==> src/rtl/frogger_level_controller.sv <==
// Frogger level/lives sequencer.
// Drives car speed, board clear, and the win/lose flags.
module frogger_level_controller #(
  parameter int          COUNTER_LEVELS_DATAWIDTH = 5,
  parameter int          MAX_LEVEL    = 5,
  parameter int          INIT_LIVES   = 3,
  parameter int          PAUSE_CYCLES = 16,
  parameter logic [23:0] SPEED_BASE   = 24'd5000000,
  parameter logic [23:0] SPEED_STEP   = 24'd800000
) (
  input  logic frogger_level_controller_CLOCK_50,
  input  logic frogger_level_controller_RESET_InHigh,
  input  logic frogger_level_controller_start_InLow,
  input  logic frogger_level_controller_goal_InHigh,
  input  logic frogger_level_controller_hit_InHigh,
  output logic [COUNTER_LEVELS_DATAWIDTH-1:0]
               frogger_level_controller_level_Out,
  output logic [2:0]  frogger_level_controller_lives_Out,
  output logic [23:0] frogger_level_controller_speed_Out,
  output logic frogger_level_controller_run_OutHigh,
  output logic frogger_level_controller_clear_OutHigh,
  output logic frogger_level_controller_win_OutLow,
  output logic frogger_level_controller_over_OutLow
);

  localparam int LW = COUNTER_LEVELS_DATAWIDTH;
  localparam int PW = $clog2(PAUSE_CYCLES + 1);

  typedef enum logic [2:0] {
    IDLE, PLAY, PAUSE, WIN, LOSE
  } state_t;

  state_t stateQ, stateD;
  logic [LW-1:0] levelQ, levelD;
  logic [2:0]    livesQ, livesD;
  logic [PW-1:0] cntQ, cntD;
  logic [23:0]   speedQ, speedD;
  logic          runQ, clearQ, winQ, overQ;
  logic          clearD;

  wire clk   = frogger_level_controller_CLOCK_50;
  wire rst   = frogger_level_controller_RESET_InHigh;
  wire start = ~frogger_level_controller_start_InLow;
  wire goal  = frogger_level_controller_goal_InHigh;
  wire hit   = frogger_level_controller_hit_InHigh;

  always_comb begin
    stateD = stateQ;
    levelD = levelQ;
    livesD = livesQ;
    cntD   = cntQ;
    clearD = 1'b0;
    unique case (stateQ)
      IDLE: begin
        if (start) begin
          stateD = PLAY;
          levelD = '0;
          livesD = 3'(INIT_LIVES);
          clearD = 1'b1;
        end
      end
      PLAY: begin
        // a collision outranks reaching the goal
        if (hit) begin
          if (livesQ <= 3'd1) begin
            stateD = LOSE;
            livesD = 3'd0;
          end else begin
            stateD = PAUSE;
            livesD = livesQ - 3'd1;
            cntD   = PW'(PAUSE_CYCLES - 1);
          end
        end else if (goal) begin
          if (levelQ == LW'(MAX_LEVEL - 1)) begin
            stateD = WIN;
            levelD = LW'(MAX_LEVEL);
          end else begin
            stateD = PAUSE;
            levelD = levelQ + LW'(1);
            cntD   = PW'(PAUSE_CYCLES - 1);
          end
        end
      end
      PAUSE: begin
        if (cntQ == '0) begin
          stateD = PLAY;
          clearD = 1'b1;
        end else begin
          cntD = cntQ - PW'(1);
        end
      end
      WIN, LOSE: begin
        if (start) stateD = IDLE;
      end
      default: stateD = IDLE;
    endcase
  end

  assign speedD = SPEED_BASE - 24'(levelD) * SPEED_STEP;

  always_ff @(posedge clk) begin
    if (rst) begin
      stateQ <= IDLE;
      levelQ <= '0;
      livesQ <= 3'(INIT_LIVES);
      cntQ   <= '0;
      speedQ <= SPEED_BASE;
      runQ   <= 1'b0;
      clearQ <= 1'b0;
      winQ   <= 1'b1;
      overQ  <= 1'b1;
    end else begin
      stateQ <= stateD;
      levelQ <= levelD;
      livesQ <= livesD;
      cntQ   <= cntD;
      speedQ <= speedD;
      runQ   <= (stateD == PLAY);
      clearQ <= clearD;
      winQ   <= (stateD != WIN);
      overQ  <= (stateD != LOSE);
    end
  end

  assign frogger_level_controller_level_Out  = levelQ;
  assign frogger_level_controller_lives_Out  = livesQ;
  assign frogger_level_controller_speed_Out  = speedQ;
  assign frogger_level_controller_run_OutHigh   = runQ;
  assign frogger_level_controller_clear_OutHigh = clearQ;
  assign frogger_level_controller_win_OutLow    = winQ;
  assign frogger_level_controller_over_OutLow   = overQ;

endmodule

==> config.mk <==
export PLATFORM = sky130hd
export DESIGN_NAME = frogger_level_controller
export DESIGN_NICKNAME = d
export VERILOG_FILES = /design/src/rtl/frogger_level_controller.sv
export SDC_FILE = /design/constraint.sdc
export NUM_CORES = 1
export LEC_CHECK = 0
export ABC_CLOCK_PERIOD_IN_PS = 6400
export CELL_PAD_IN_SITES_DETAIL_PLACEMENT = 1
export CELL_PAD_IN_SITES_GLOBAL_PLACEMENT = 1
export CORE_UTILIZATION = 40
export CTS_CLUSTER_SIZE = 28
export DETAILED_ROUTE_END_ITERATION = 8
export GPL_TIMING_DRIVEN = 0
export MAX_ROUTING_LAYER = met4
export PLACE_DENSITY_LB_ADDON = 0.1
export SLEW_MARGIN = 20
export SYNTH_ARGS = -nofsm -noshare
export SYNTH_HDL_FRONTEND = slang
export SYNTH_SLANG_ARGS = --single-unit
==> constraint.sdc <==
create_clock -name frogger_level_controller_CLOCK_50 -period 6.4 [get_ports frogger_level_controller_CLOCK_50]
set_clock_uncertainty 0.2 [all_clocks]
set_input_delay 0.96 -clock frogger_level_controller_CLOCK_50 [delete_from_list [all_inputs] [get_ports frogger_level_controller_CLOCK_50]]
set_output_delay 0.96 -clock frogger_level_controller_CLOCK_50 [all_outputs]
set_load 0.05 [all_outputs]
==> impl_metrics.ini <==
[power_and_ir_drop]
power.leakage_nw = 1.485
power_density_nw_per_um2 = 206.9
peakVddDrop_mv = 0.1182

[cells_and_area]
multi_input_area_sq_um = 1743
mostFrequentLayoutCells = ha_1, dfxtp_1, clkdlybuf4s50_1, nand2_1, nor2_1
regArea_sq_um = 720.7
stdcell_area_sq_um = 3129
finalNetCount = 379
drive_gt1_frac = 0.1036
diodes = 0
area_delta_synth_final_pct = 20.76
n_fill_cell = 748

[grt]
grt_use_total = 0.2041
grt_pass1_vias = 2193
grt_pass1_wl_mm = 10.29
grt_max_degree = 13
antenna_found_initial = 0
grt_overflow_total = 0

[timing]
hold_viol = 0
whs_ns = 0.3328
finalSetupViolCount = 0
fmax_ghz = 0.1773
rsz0062_at_grt = no
finalMaxSlewViolations = 0
tns_ns = 0
period_share = 0.8812
slew_headroom = 0.5430
fin_crit_ns = 5.640
worstMarginPinSlew_ns = 0.6797

[critical_path]
crit_arrival_ns = 5.66
crit_type = in2reg
critPathMaxFanout = 6
end_kind = flop
worst-path-buf-inv = 1
crit_family = compound AO/OA/AOI/OAI gates
max_stage_delay_ns = 0.58
crit_path_frequent_cell = ha_1
cp_slowest_cell = o31ai_1
required_ns = 6.42
cp_cell_sequence = clkdlybuf4s50_1 -> nor2b_1 -> nand4_1 -> o31ai_1 -> ha_1 -> ha_1 -> ha_1 -> ha_1 -> and2_1 -> a221o_1 -> nor3_1 -> o2111ai_1 -> a31oi_2 -> a21bo_1 -> mux2i_1
cp-start-kind = input port

[logic_synthesis]
synth_seq_cells = 36
synth_ff_type = dfxtp_1
seq_area_frac_synth = 0.2781
synth_area_per_cell_sq_um = 8.844
syn_inst = 293
synthArstFlopShare = 0
synth_edf_count = 0
syn_area_sq_um = 2591
ys_types = 61
ys_warn_count = 0

[cts]
root_buffer = clkbuf_8
cts_tree = yes
post_cts_resize_count = 0
cts_hold_buf = 0
clock_path_buffers = 2
cts_sinks = 36
clk_latency_ns = 0.29
path_clk_slew_ns = 0.08
cts_setup_buffers = 0
numCtsBuffers = 5
htree_levels = 2

[floorplanning]
start_util = 0.4251
die_h_um = 82.49
core-area_sq_um = 6096
rows = 28
io_pins = 41
fp.dieW_um = 82.49
dieArea_sq_um = 6804

[place]
io_buffer_count = 31
place_hpwl_mm = 4.752
dpl_cell_area_sq_um = 3018
place_congestion = 0.7914

[hold_path]
hold_path.class = reg2reg

[detailed_routing]
first_iter_violations = 80
viasPerCell = 5.337
ant_nets = 0
firstDrtPassIters = 4
wl_per_cell_um = 14.64
vias = 2204
drt_wl_total_mm = 6.046
drcViolationCount = 0

[job]
max_cap_violations = 0

[status]
status = complete, no violations
==> power by group <==
part           internal (mW)  switching, mW  total [mW]
Clock                  0.115         0.0870       0.202
Sequential             0.242         0.0132       0.256
Combinational         0.0658          0.124       0.189
Total                  0.424          0.224       0.647
==> cell usage after synthesis, types with 7 or more instances <==
cell,number,area share
a31oi_1,7,0.017
nor2_1,27,0.039
nand3_1,7,0.014
o21ai_0,7,0.014
nor3_1,8,0.015
dfxtp_1,36,0.28
xnor2_1,12,0.041
and2_1,8,0.019
nand2_1,28,0.041
a21oi_1,15,0.029
inv_1,16,0.023
ha_1,36,0.17
buf_4,8,0.023
==> stage by stage <==
stage                     setup WS, ns  cells    util  power, mW
after floorplan                  1.391    299       -     0.4005
after global placement          0.5137    405  0.4951     0.4451
after detailed placement        0.5115    405  0.4951     0.4510
after CTS                       0.7398    413  0.5133     0.6532
after global routing            0.3985    413  0.5133     0.6837
final                           0.7601    413  0.5133     0.6474
==> routing by layer <==
layer / part of all wire / global-route usage
met1: 0.48 / 0.2535
met3: 0.015 / 0.02418
met5: 0 / -
met2: 0.49 / 0.3479
met4: 0.012 / 0.05614
==> area by class of cell <==
class | count | area share
multi-input combinational | 233 | 0.5570
sequential | 36 | 0.2303
timing repair buffer | 31 | 0.09916
tap | 75 | 0.02999
buffer | 14 | 0.02879
clock buffer | 5 | 0.02199
inverter | 16 | 0.01919
clock inverter | 3 | 0.01359
==> state kept, by name, indices dropped and copies added, names as in the netlist <==
signal	flops
frogger_level_controller_win_OutLow	1
frogger_level_controller_clear_OutHigh	1
frogger_level_controller_speed_Out	16
frogger_level_controller_over_OutLow	1
stateQ	3
frogger_level_controller_lives_Out	3
cntQ	5
frogger_level_controller_run_OutHigh	1
frogger_level_controller_level_Out	5
==> worst paths after layout <==
path                                             start                                      to  slack (ns)  cells past startpoint
setup / recovery  frogger_level_controller_goal_InHigh  frogger_level_controller_speed_Out[23]        0.76                     15
hold / removal                                 cntQ[3]                                 cntQ[3]        0.33                      1
setup reg to reg                             stateQ[2]  frogger_level_controller_speed_Out[23]        1.00                     15
hold reg to reg                                cntQ[3]                                 cntQ[3]        0.33                      1
==> worst reg2reg max path: stages, from the launching register on <==
cell       delay, ns
dfxtp_1         0.30
clkbuf_1        0.16
nor3b_2         0.52
o21ai_0         0.30
o31ai_1         0.66
ha_1            0.36
ha_1            0.34
ha_1            0.32
ha_1            0.40
and2_1          0.24
a221o_1         0.38
nor3_1          0.28
o2111ai_1       0.22
a31oi_2         0.29
a21bo_1         0.18
mux2i_1         0.17
==> kinds of logic after synthesis <==
family,synth area share
other cells,0.002898
flops,0.2781
buf+inv,0.05794
mux,0.003863
compound gates,0.1989
xor+xnor,0.06712
simple gates,0.2096
fa+ha+maj,0.1816
No activity file was read; power rests on OpenSTA's default activity.
